[config.mk]
export PLATFORM = sky130hd
export DESIGN_NAME = da_fir_serial
export DESIGN_NICKNAME = d
export VERILOG_FILES = /design/src/rtl/da_fir_serial.sv
export SDC_FILE = /design/constraint.sdc
export NUM_CORES = 1
export LEC_CHECK = 0
export BUFFER_PORTS_ARGS = -buffer_cell sky130_fd_sc_hd__buf_2
export CORE_MARGIN = 2
export CORE_UTILIZATION = 66
export DETAILED_ROUTE_END_ITERATION = 12
export GPL_ROUTABILITY_DRIVEN = 0
export GPL_TIMING_DRIVEN = 0
export PLACE_DENSITY = 0.86
export SLEW_MARGIN = 20
export SYNTH_ARGS = -nofsm -noshare
export SYNTH_HDL_FRONTEND = slang
export SYNTH_SLANG_ARGS = --single-unit
[constraint.sdc]
create_clock -name clk_bit -period 17.3 [get_ports clk_bit]
set_input_delay 1.73 -clock clk_bit [delete_from_list [all_inputs] [get_ports clk_bit]]
set_output_delay 1.73 -clock clk_bit [all_outputs]
set_load 0.01 [all_outputs]
[src/rtl/da_fir_serial.sv]
// Bit-serial distributed-arithmetic FIR: one sample bit per cycle (LSB first) indexes a
// constant partial-sum LUT built from COEFS, so the datapath needs only add/subtract.
module da_fir_serial #(
    parameter int unsigned          DW    = 8,
    parameter int unsigned          CW    = 8,
    parameter int unsigned          NTAPS = 4,
    parameter logic [NTAPS*CW-1:0]  COEFS = {8'hF1, 8'hF6, 8'h09, 8'h05},
    parameter int unsigned          OW    = DW + CW + $clog2(NTAPS)
) (
    input  logic          clk_bit,
    input  logic          rst,
    input  logic [DW-1:0] x_in,
    input  logic          in_valid,
    output logic          in_ready,
    input  logic          flush,
    output logic [OW-1:0] y_out,
    output logic          out_valid,
    input  logic          out_ready,
    output logic          busy
);

    localparam int unsigned NLUT = 2 ** NTAPS;
    localparam int unsigned CNTW = $clog2(DW);

    typedef enum logic [1:0] {StIdle, StShift, StDone} state_e;

    // Sum of the coefficients selected by the set bits of idx, sign-extended to OW.
    function automatic logic signed [OW-1:0] lut_entry(input int unsigned idx);
        logic signed [OW-1:0] s;
        s = '0;
        for (int k = 0; k < NTAPS; k++) begin
            if (idx[k]) s = s + OW'(signed'(COEFS[k*CW +: CW]));
        end
        return s;
    endfunction

    logic signed [OW-1:0] w_lut [NLUT];
    for (genvar i = 0; i < NLUT; i++) begin : g_lut
        assign w_lut[i] = lut_entry(i);
    end

    state_e               r_state;
    logic [DW-1:0]        r_taps [NTAPS];
    logic [CNTW-1:0]      r_cnt;
    logic signed [OW-1:0] r_acc;
    logic [OW-1:0]        r_y;
    logic                 r_out_valid;
    logic                 r_busy;

    logic [NTAPS-1:0]     w_idx;
    logic signed [OW-1:0] w_term;
    logic signed [OW-1:0] w_acc_d;
    logic                 w_last;
    logic                 w_accept;

    always_comb begin
        for (int k = 0; k < NTAPS; k++) begin
            w_idx[k] = r_taps[k][r_cnt];
        end
        w_last  = (r_cnt == CNTW'(DW - 1));
        w_term  = w_lut[w_idx] <<< r_cnt;
        // The sign bit of a two's-complement sample carries negative weight.
        w_acc_d = w_last ? (r_acc - w_term) : (r_acc + w_term);
    end

    assign in_ready  = (r_state == StIdle) && !flush && !rst;
    assign w_accept  = in_valid && in_ready;
    assign y_out     = r_y;
    assign out_valid = r_out_valid;
    assign busy      = r_busy;

    always_ff @(posedge clk_bit or posedge rst) begin
        if (rst) begin
            r_state     <= StIdle;
            r_cnt       <= '0;
            r_acc       <= '0;
            r_y         <= '0;
            r_out_valid <= 1'b0;
            r_busy      <= 1'b0;
            for (int k = 0; k < NTAPS; k++) r_taps[k] <= '0;
        end else begin
            unique case (r_state)
                StIdle: begin
                    if (flush) begin
                        for (int k = 0; k < NTAPS; k++) r_taps[k] <= '0;
                    end else if (w_accept) begin
                        r_taps[0] <= x_in;
                        for (int k = 1; k < NTAPS; k++) r_taps[k] <= r_taps[k-1];
                        r_cnt   <= '0;
                        r_acc   <= '0;
                        r_busy  <= 1'b1;
                        r_state <= StShift;
                    end
                end
                StShift: begin
                    r_acc <= w_acc_d;
                    if (w_last) begin
                        r_y         <= w_acc_d;
                        r_out_valid <= 1'b1;
                        r_state     <= StDone;
                    end else begin
                        r_cnt <= r_cnt + 1'b1;
                    end
                end
                StDone: begin
                    if (out_ready) begin
                        r_out_valid <= 1'b0;
                        r_busy      <= 1'b0;
                        r_state     <= StIdle;
                    end
                end
                default: r_state <= StIdle;
            endcase
        end
    end

endmodule
---- After elaboration in Yosys (flattened, before gate mapping) ----
Memory sizes are Yosys's and may differ from the RTL's.
Index checks and enable logic that the tools add are counted.
operators by class
  $add $sub $neg .......................... 3
  $lt $le $gt $ge ......................... 2
  equality and inequality tests ........... 8
  shifts and indexed selects .............. 1
  muxes and demuxes ....................... 31
  bitwise operators ....................... 1
  reductions and logical operators ........ 17
operators with widths
  operator             number
  $mux 18              5
  $mux 32              2
  $pmux 18 s2          1
  $add 18x18->18       1
  $sshl 18x3->18       1
  $sub 18x18->18       1
  $bmux 1 s3           4
  $reduce_and 4->1     3
  $ne 2x2->1 const B   5
  $mux 3               3
  $mux 1               8
  $mux 2               4
  $reduce_bool 2->1    4
  $pmux 2 s3           1
  $pmux 3 s2           1
  $reduce_and 3->1     2
  $ge 5x5->1 const B   1
  $not 4->5            1
  $lt 3x4->1 const B   1
  $pmux 1 s2           2
  $reduce_and 2->1     2
  $add 3x1->3 const B  1
  $eq 3x3->1 const B   1
  $logic_and 1x1->1    3
  other kinds (4)      5
word-level totals
  bits in registers ....................... 75
  ROM bits ................................ 288
  bits of input ports ..................... 13
  output and inout bits ................... 21
  logic and storage cells ................. 74
  memories ................................ 1
memory list
  name             depth  bits a word  rd ports  clocked after memory_dff  write ports  line  RTL
  (no name shown)  16     18           1         0                         0            61    w_term = w_lut[w_idx] <<< r_cnt;

---- Longest topological paths before layout ----
  depth after elaboration ................. 10
  gate-level depth with buffers ........... 27
  mapped depth without buffers ............ 26

---- Worst setup path before layout ----
Ideal clock, no wire load.
  path type ............................... reg2reg
  from .................................... reg r_cnt[1]
  to ...................................... reg r_y[17] (netlist: y_out[17])
  library setup time ...................... 0.125 ns
  arrival ................................. 5.485 ns
  data required time ...................... 17.175 ns
  setup slack ............................. 11.691 ns
  stages on the path, launching flop included .. 25
  path buffers ............................ 1
  period minus slack after synthesis ...... 5.609 ns
  path through ............................ dfrtp_1 > buf_6 > mux4_2 > mux2i_1 > inv_1 > ha_1 > inv_1 > mux2i_1 > mux2i_1 > nand2_1 > o21ai_0 > nand2_1 > ha_1 > nor2b_1 > a31oi_1 > ha_1 > nor2b_1 > o31a_1 > o22a_1 > a41oi_1 > a21oi_1 > a221oi_1 > o21ba_2 > xnor3_1 > mux2_2
between the ends
  longest elaborated chain between the ends .. 9
  elaborated cells between the ends (all ways) .. 18
  those cells by class .................... 2 x add/sub; 1 x eq/ne; 1 x shift; 11 x mux; 1 x bitwise; 1 x reduce/logical; 1 x memory
ends and longest elaborated chain
  what                                                     line  RTL
  from (decl)                                              44    logic [CNTW-1:0] r_cnt;
  from (signal assigned)                                   102   r_cnt <= r_cnt + 1'b1;
  $bmux 1 s3                                               58    w_idx[k] = r_taps[k][r_cnt];
  $mux 1 (implied by the code)                             58
  $not 4->5 (implied by the code)                          61
  $mem_v2 16x18                                            -
  $mux 18 (implied by the code) (2 in a row)               61
  $sshl 18x3->18                                           61
  $add 18x18->18 / $sub 18x18->18 (equally long branches)  63    w_acc_d = w_last ? (r_acc - w_term) : (r_acc + w_term);
  $mux 18                                                  63
  to (signal assigned)                                     98    r_y <= w_acc_d;
  to (decl)                                                46    logic [OW-1:0] r_y;
Parallel ways exist; a longest one is shown, timed or not. The select of a mux whose other input is x is not followed.
A chain may end at the register's enable or synchronous reset.

---- Worst setup path in the final report ----
Ends and elaborated chain as after synthesis.

==> out/qor.yml <==
clock.fmax_ghz: 0.146
grt_pass1_wl_um: 22000
slew_viol_final: 0
area_delta_synth_final_pct: 11.4
ys_seq_area_share_pct: 37.5
routed_wl_um: 13100
tritoncts: "done"
syn-cell-area_um2: 5000
cp_slowest_cell: "mux2i_1"
numClockSinks: 75
placed_cells: 656
cts_setup_buffers: 0
root_buffer: "clkbuf_8"
drive_gt1_share_pct: 15.0
start_kind: "flop"
ys_ff_latch: 75
grt_antenna_before_repair: 0
synth.distinct_cells: 75
rows: 31
slowest_delay_ns: 0.67
cts_buffers: 9
status: "finished clean"
wire_per_inst_um: 19.5
pin_count: 34
path_max_fanout: 10
die_area_um2: 8290
synthesis.nets: 565
timing.critical_path.buf_inv: 4
fp.dieH_um: 91.1
grt_remaining_overflow: 0
hp-class: "flop to flop"
clock_skew_ns: 0.0111
final_common_cell: "dfrtp_1"
rsz0062_at_grt: "false"
drc: 0
htree_levels: 3
viasPerCell: 6.79
ctsHoldBuffers: 0
maxCapViolations: 0
min_period_ns: 6.85
diodes: 0
yosysWarnings: 0
first_pass_iters: 5
ctsResizeCount: 0
hpwl_um: 9030
ant_nets: 0
fin_setup_tns_ns: 0
grt_max_degree: 60
clk_pin_slew_ns: 0.08
max_slew_margin_pct: 42.9
worstPathRequired_ns: 17.55
grt_usage_pct: 33.1
port_buffers: 33
cp.arrival_ns: 7.10
nets: 610
die_w_um: 91.1
setup_violations: 0
grt_pass1_vias: 4459
final_hold_viol_count: 0
critPathTopFamily: "compound AO/OA/AOI/OAI gates"
synth-edff-count: 0
synthArstFlopShare_pct: 100
tightest_slew_ns: 0.832
core_area_um2: 7290
path_class: "flop to flop"
min_period_over_period_pct: 39.6
synthCells: 523
layout_common_cells: "dfrtp_1, nand2_1, o21ai_0"
instances_no_fill: 672
clk_latency_ns: 0.36
first_iter_violations: 559
avgSynthCellArea_um2: 9.57
yosys_most_used_dff: "dfrtp_1"
initial_core_util_pct: 68.6
cts.path.max_buffers: 2
cp-end-kind: "flop"
dr_total_vias: 4565
path summary, 6_finish.rpt:
check,cells past startpoint,to,slack (ns),start
setup / recovery,26,y_out[17]$_DFFE_PP0P_,10.45,r_cnt[1]$_DFFE_PP0P_
hold / removal,2,y_out[12]$_DFFE_PP0P_,0.48,y_out[12]$_DFFE_PP0P_
setup reg to reg,26,y_out[17]$_DFFE_PP0P_,10.45,r_cnt[1]$_DFFE_PP0P_
hold reg to reg,2,y_out[12]$_DFFE_PP0P_,0.48,y_out[12]$_DFFE_PP0P_
max in group asynchronous,3,r_acc[9]$_DFFE_PP0P_,15.44,rst
min in group asynchronous,2,r_taps[30]$_DFFE_PP0P_,1.31,rst
cells in the mapped netlist (all sizes together), types with 6 or more instances:
cell    count  area, µm²
nand2b      9       56.3
o21ai      51        259
a22o       32        280
a21o        7       52.6
mux4        9        206
nand3      21        105
clkbuf     25       93.8
a21oi      21        109
inv        17       63.8
mux2        7       82.6
mux2i      11        123
ha         28        350
dfrtp      75       1880
xor2       13        114
nor3        7       35.0
a31oi       6       37.5
xnor2       9       86.3
nand2      56        210
buf         7       41.3
nor2       32        120
stage by stage:
step	setup slack (ns)	hold WS (ns)	utilization (%)	area, µm²
6_report	10.45	0.484	76.4	5570
5_1_grt	10.00	0.516	76.4	5570
4_1_cts	10.57	0.485	76.4	5570
3_5_place_dp	10.65	0.466	73.0	5320
3_3_place_gp	10.86	0.458	72.6	5290
2_1_floorplan	11.69	0.447	-	5000
layer usage:
metal / track usage, % / vias to the layer above / share of wire, %
met1: 46.2 / 2190 / 42
met3: 6.72 / 62 / 8.3
met4: 13.3 / 0 / 3.1
li1: - / 2031 / -
met5: 0 / - / 0
met2: 50.9 / 282 / 47
kinds of logic after synthesis:
logic type | share of synthesized area, %
AOI/OAI and AO/OA | 24.4
and+or+nand+nor | 14.1
DFF | 37.5
buffers and inverters | 3.98
adders and majority gates | 7.40
muxes | 8.23
xor gates and xnor gates | 4.45
worst reg2reg max path, delay by kind of cell, from the launching register on:
family                   cells  cell delay, ns
AO/OA/AOI/OAI                8            2.01
multiplexers                 5            1.94
adder cells (fa/ha/maj)      3            0.83
AND/OR/NAND/NOR              5            0.70
buffers and inverters        4            0.57
flip-flops                   1            0.41
XOR/XNOR                     1            0.30
registers in the layout, indices dropped and copies added, names as in the netlist:
name	cells
busy	1
r_taps	32
y_out	18
out_valid	1
r_cnt	3
r_acc	18
r_state	2
area by class of cell:
class / count / area [µm²]
multi-input cells: 399 / 2930
flip-flops and latches: 75 / 1880
fillers: 500 / 1720
repair buffers: 34 / 193
clock buffers: 10 / 138
plain buffers: 32 / 135
well taps: 99 / 124
clock inverters: 6 / 113
inverters: 17 / 66.3
Power is not shown: default switching activity piles up to over one toggle a cycle in this logic, so the estimate is an artifact.
